[src/rtl/ifetch_queue_if.sv]
// Fetch-side bundle: pc handshake, instruction-memory read port and decoder valid/ready.
// The queue takes the slave view; the surrounding pc/memory/decoder logic takes the master view.
interface ifetch_queue_if #(
  parameter int ADDR_W = 9,
  parameter int DATA_W = 32
);
  // pc side
  logic [ADDR_W-1:0] fetch_adrx;
  logic              flush;
  logic              hold;
  // instruction memory side
  logic              imem_rd;
  logic [ADDR_W-1:0] imem_adrx;
  logic [DATA_W-1:0] imem_data;
  // decoder side
  logic [DATA_W-1:0] instr;
  logic [ADDR_W-1:0] instr_adrx;
  logic              instr_valid;
  logic              instr_ready;
  logic              align_err;

  modport slave (
    input  fetch_adrx, flush, imem_data, instr_ready,
    output hold, imem_rd, imem_adrx, instr, instr_adrx, instr_valid, align_err
  );

  modport master (
    output fetch_adrx, flush, imem_data, instr_ready,
    input  hold, imem_rd, imem_adrx, instr, instr_adrx, instr_valid, align_err
  );
endinterface

[src/rtl/ifetch_queue.sv]
// Instruction fetch queue: issues one synchronous imem read per cycle at the pc address and
// buffers {word, address} pairs in a small FIFO for the decoder; a branch flush drops everything.
module ifetch_queue #(
  parameter int ADDR_W = 9,
  parameter int DATA_W = 32,
  parameter int DEPTH  = 4
) (
  input logic           clk,
  input logic           rst,
  ifetch_queue_if.slave bus
);

  localparam int PTR_W = $clog2(DEPTH);
  localparam int CNT_W = $clog2(DEPTH + 1);

  typedef struct packed {
    logic [DATA_W-1:0] data;
    logic [ADDR_W-1:0] adrx;
  } entry_t;

  entry_t            mem [DEPTH];
  logic [PTR_W-1:0]  rd_ptr;
  logic [PTR_W-1:0]  wr_ptr;
  logic [CNT_W-1:0]  count;
  logic [CNT_W-1:0]  count_nxt;
  logic              inflight;
  logic [ADDR_W-1:0] addr_q;
  logic              align_q;

  logic [CNT_W:0]    occupancy;
  logic              issue;
  logic              push;
  logic              pop;

  // Words already queued plus the one still coming back from memory both claim a slot,
  // so a full reservation stalls the pc before the FIFO can overflow.
  assign occupancy = {1'b0, count} + {{CNT_W{1'b0}}, inflight};
  assign bus.hold  = occupancy >= (CNT_W + 1)'(DEPTH);

  assign issue         = ~bus.hold & ~bus.flush & rst;
  assign bus.imem_rd   = issue;
  assign bus.imem_adrx = bus.fetch_adrx;

  // A response landing in the flush cycle belongs to the wrong path and is dropped.
  assign push = inflight & ~bus.flush;
  assign pop  = bus.instr_valid & bus.instr_ready;

  assign bus.instr_valid            = count != '0;
  assign {bus.instr, bus.instr_adrx} = mem[rd_ptr];
  assign bus.align_err              = align_q;

  // NOTE: every output of an always_comb gets a default first so no path can infer a latch.
  always_comb begin
    count_nxt = count;
    case ({push, pop})
      2'b10:   count_nxt = count + CNT_W'(1);
      2'b01:   count_nxt = count - CNT_W'(1);
      default: count_nxt = count;
    endcase
  end

  // NOTE: FIFO storage has no reset; count gates instr_valid, so stale contents are never seen.
  always_ff @(posedge clk) begin
    if (push) begin
      mem[wr_ptr] <= '{data: bus.imem_data, adrx: addr_q};
    end
  end

  // NOTE: sequential state uses non-blocking assignments so every register samples pre-edge values.
  always_ff @(posedge clk or negedge rst) begin
    if (!rst) begin
      rd_ptr   <= '0;
      wr_ptr   <= '0;
      count    <= '0;
      inflight <= 1'b0;
      addr_q   <= '0;
      align_q  <= 1'b0;
    end else begin
      inflight <= issue;
      if (issue) begin
        addr_q <= bus.fetch_adrx;
      end
      if (issue && (bus.fetch_adrx[1:0] != 2'b00)) begin
        align_q <= 1'b1;
      end
      if (bus.flush) begin
        count  <= '0;
        rd_ptr <= '0;
        wr_ptr <= '0;
      end else begin
        count <= count_nxt;
        if (push) begin
          wr_ptr <= wr_ptr + PTR_W'(1);
        end
        if (pop) begin
          rd_ptr <= rd_ptr + PTR_W'(1);
        end
      end
    end
  end

endmodule

[src/flat_wrapper.sv]
// flat-port wrapper written by rule: the top's interface ports become plain ports
module ifetch_queue_flat 
#(
  parameter int ADDR_W = 9,
  parameter int DATA_W = 32,
  parameter int DEPTH  = 4
)
  (clk, rst, bus_fetch_adrx, bus_flush, bus_imem_data, bus_instr_ready, bus_hold, bus_imem_rd, bus_imem_adrx, bus_instr, bus_instr_adrx, bus_instr_valid, bus_align_err);
  ifetch_queue_if #(.ADDR_W(ADDR_W), .DATA_W(DATA_W)) bus_i ();
  input logic clk;
  input logic rst;
  input wire logic [$bits(bus_i.fetch_adrx)-1:0] bus_fetch_adrx;
  input wire logic [$bits(bus_i.flush)-1:0] bus_flush;
  input wire logic [$bits(bus_i.imem_data)-1:0] bus_imem_data;
  input wire logic [$bits(bus_i.instr_ready)-1:0] bus_instr_ready;
  output wire logic [$bits(bus_i.hold)-1:0] bus_hold;
  output wire logic [$bits(bus_i.imem_rd)-1:0] bus_imem_rd;
  output wire logic [$bits(bus_i.imem_adrx)-1:0] bus_imem_adrx;
  output wire logic [$bits(bus_i.instr)-1:0] bus_instr;
  output wire logic [$bits(bus_i.instr_adrx)-1:0] bus_instr_adrx;
  output wire logic [$bits(bus_i.instr_valid)-1:0] bus_instr_valid;
  output wire logic [$bits(bus_i.align_err)-1:0] bus_align_err;
  assign bus_i.fetch_adrx = bus_fetch_adrx;
  assign bus_i.flush = bus_flush;
  assign bus_i.imem_data = bus_imem_data;
  assign bus_i.instr_ready = bus_instr_ready;
  assign bus_hold = bus_i.hold;
  assign bus_imem_rd = bus_i.imem_rd;
  assign bus_imem_adrx = bus_i.imem_adrx;
  assign bus_instr = bus_i.instr;
  assign bus_instr_adrx = bus_i.instr_adrx;
  assign bus_instr_valid = bus_i.instr_valid;
  assign bus_align_err = bus_i.align_err;
  ifetch_queue #(.ADDR_W(ADDR_W), .DATA_W(DATA_W), .DEPTH(DEPTH)) u_core (.clk(clk), .rst(rst), .bus(bus_i));
endmodule
[config.mk]
export PLATFORM = sky130hd
export DESIGN_NAME = ifetch_queue_flat
export DESIGN_NICKNAME = d
export VERILOG_FILES = /design/src/rtl/ifetch_queue_if.sv /design/src/rtl/ifetch_queue.sv /design/src/flat_wrapper.sv
export SDC_FILE = /design/constraint.sdc
export NUM_CORES = 1
export LEC_CHECK = 0
export CAP_MARGIN = 25
export CORE_ASPECT_RATIO = 2
export CORE_MARGIN = 2
export CORE_UTILIZATION = 30
export CTS_CLUSTER_DIAMETER = 200
export DETAILED_ROUTE_END_ITERATION = 7
export SLEW_MARGIN = 25
export SYNTH_ARGS = -nofsm -noshare
export SYNTH_HDL_FRONTEND = slang
export SYNTH_SLANG_ARGS = --single-unit
[constraint.sdc]
create_clock -name clk -period 2.9 [get_ports clk]
set_input_delay 0.58 -clock clk [delete_from_list [all_inputs] [get_ports clk]]
set_output_delay 0.58 -clock clk [all_outputs]
set_load 0.005 [all_outputs]
==> run summary <==
outcome = complete, no violations
syn_nets = 352
core box area = 0.0231 mm^2
post-route design area = 0.00893 mm^2
Comb pwr share = 22.6%
final worst-path cycle share = 95.0%
yosys warns = 0
Hold Vio Cnt, Final = 0
Starting Density = 30.2%
Sequential Power Share = 43.9%
ANT nets after route = 0
Yosys reg bits = 182
cell taking the most area after synthesis = edfxtp_1
Max VDD drop = 0.323 mV
share of cells above drive strength 1 = 23.8%
Psw = 1.65 mW
Power, Total = 7.25 mW
fin crit period = 2.76 ns
worst path cell trace = buf_12 > mux4_2 > clkdlybuf4s50_1
pre-CTS setup slack = 0.300 ns
WS Path Type = register to primary output
I/O Buffers = 98
hpwl dp = 8630 um
CTS resizes = 0
slowest CP cell = mux4_2
XOR/XNOR share of the synthesized area = 0.626%
Vias/cell = 4.57
WP buf/inv = 2
most frequent cells after synthesis = edfxtp_1, mux4_2, dfrtp_1
Total Routing Usage GR = 11.6%
vias = 3243
P_int = 5.61 mW
Die Wd = 112 um
post-synthesis sequential area ratio = 76.9%
Achievable Freq = 0.363 GHz
Routed WL per cell = 19.3 um
syn avg cell area = 23.1 um^2
clk_lat worst skew = 0.42 ns
asr flop ratio synth = 9.89%
measured slew at the worst slew-check pin = 0.396 ns
Setup-failing EPs final = 0
Cell Area, Synth = 0.00699 mm^2
Arrival @ worst endpoint = 2.18 ns
H-tree depth = 4
synth unique cells = 37
reported leakage power = 2.91 nW
area grow syn2layout = 27.7%
WL final = 13700 um
Final GP Congestion = 0.708
vias in the first global route = 3649
IO Pins = 99
clk sinks = 182
CTS tree = yes
WP data required = 2.32 ns
CTS root buf = clkbuf_16
PnR worst setup slack = 0.145 ns
largest family of logic cells by synthesized area = multiplexers
# Max-Cap Violations = 0
Initial DRC Count = 188
die area = 0.0246 mm^2
largest net degree at the start of global routing = 42
gr ovfl total = 0
Pwr per Cell Area = 813 mW/mm^2
TritonCTS buffer count = 17
Switching Fraction = 22.7%
CP peak stage delay = 0.56 ns
Most used DFF post-synth = edfxtp_1
Clock Path Buffers = 2
Synth Area in Adders = 1.00%
site row count = 79
share of the synthesized area in the top cell type = 70.4%
power share of the clock group = 33.4%
Synth Area in Simple Gates = 1.88%
CP max FO = 19
DRC Markers = 0
RSZ-0062 raised after global routing = no
Fin Clk Skew = 0.00652 ns
mux cell area share after synthesis = 15.2%
Syn Inst Count = 302
drt first pass iters = 4
Tightest Hold Check Type = register to register
Worst Setup Start Kind = register
WHS = 0.480 ns
top-count cell post-synth = edfxtp_1
top cells by area, synth = edfxtp_1, mux4_2, dfrtp_1
nets@finish = 462
Compound-Gate Fraction of Synth Area = 1.15%
setup_tns = 0 ns
placed cell area = 0.00828 mm^2
Slew HR = 73.6%
EDFF count, synth = 164
crit-path leading delay family = buffers and inverters
Reg clk slew, reported paths = 0.07 ns
Final Max Tran Viols = 0
die height = 220 um
Setup crit end kind = primary output
global-route wire length before repair = 20900 um
initial antenna violation count = 1
cell usage in the layout, fill, tap and decap left out, types with 2 or more instances in the layout:
master | netlist | layout
edfxtp_1 | 164 | 164
clkdlybuf4s50_1 | 0 | 98
mux4_2 | 41 | 41
clkbuf_16 | 0 | 17
dfrtp_1 | 18 | 16
buf_4 | 9 | 10
nor2_1 | 9 | 9
mux2_4 | 8 | 8
clkbuf_1 | 1 | 6
bufinv_16 | 0 | 5
buf_12 | 4 | 5
and2_2 | 0 | 4
ha_1 | 4 | 4
inv_1 | 3 | 3
xnor2_1 | 3 | 3
nor2b_1 | 2 | 2
nand3_1 | 2 | 2
xor2_1 | 2 | 2
clkinv_2 | 0 | 2
power by group through the flow:
stage,logic (mW),clock network [mW],registers (mW)
3_3_place_gp,1.60,0,3.26
6_report,1.64,2.43,3.19
3_5_place_dp,1.62,0,3.28
4_1_cts,1.69,2.49,3.19
5_1_grt,1.78,2.59,3.21
2_1_floorplan,1.01,0,3.18
registers in the layout (all words and copies together) (netlist names):
signal	cells
u_core.mem	164
u_core.addr_q	9
u_core.count	3
u_core.rd_ptr	2
u_core.wr_ptr	2
u_core.bus.align_err	1
u_core.inflight	1
layout make-up:
class | count | area [um^2]
diodes | 1 | 2.50
flip-flops and latches | 182 | 5380
clock inverters | 9 | 176
multi-input cells | 94 | 1400
inverters | 4 | 15.0
clock buffers | 23 | 448
well taps | 283 | 354
fillers | 2147 | 14200
repair buffers | 113 | 1160
cells by family after synthesis:
kind of cell,Yosys count
multiplexers,51
AND/OR/NAND/NOR,24
flip-flops,182
adder cells (fa/ha/maj),5
buffers and inverters,26
AO/OA/AOI/OAI,9
XOR/XNOR,5
per-layer routing:
metal  up-vias  part of all wire, %  global-route usage, %  wire length, um
met5         -                0.095                      0               13
met4         2                  2.4                   5.53              328
met3        21                  4.3                   3.47              587
met2        69                   57                   21.3             7740
met1      1704                   36                   12.1             4980
li1       1447                    -                      -                -
worst reg2reg max path, cell delays in order, from the launching register on:
cell and delay, ns:
dfrtp_1 0.47, o31ai_2 0.43, nor2_1 0.11, fa_1 0.42, nor2_1 0.18, a21oi_1 0.11, a221oi_2 0.28
worst paths after layout:
path | slack (ns) | to | depth (start not counted) | startpoint
min | 0.48 | u_core.bus.align_err | 1 | u_core.bus.align_err
max | 0.14 | bus_instr[5] | 3 | u_core.rd_ptr[0]
min in group asynchronous | 0.69 | u_core.addr_q[4] | 2 | rst
max in group asynchronous | 1.96 | u_core.rd_ptr[0] | 2 | rst
min reg2reg | 0.48 | u_core.bus.align_err | 1 | u_core.bus.align_err
max reg2reg | 0.80 | u_core.count[2] | 6 | u_core.count[1]
through the flow:
stage / util, % / instances
6_report: 38.6 / 709
5_1_grt: 38.6 / 708
4_1_cts: 38.6 / 708
3_5_place_dp: 35.8 / 673
3_3_place_gp: 35.8 / 673
2_1_floorplan: - / 302
repair_timing:
| item | 4_1_cts | 5_1_grt |
|---|---|---|
| hold endpoints to repair | 0 | 0 |
| setup buffers | 3 | 0 |
| setup endpoints to repair | 22 | 0 |
| hold buffers | 0 | 0 |
No activity file was read; power rests on OpenSTA's default activity.
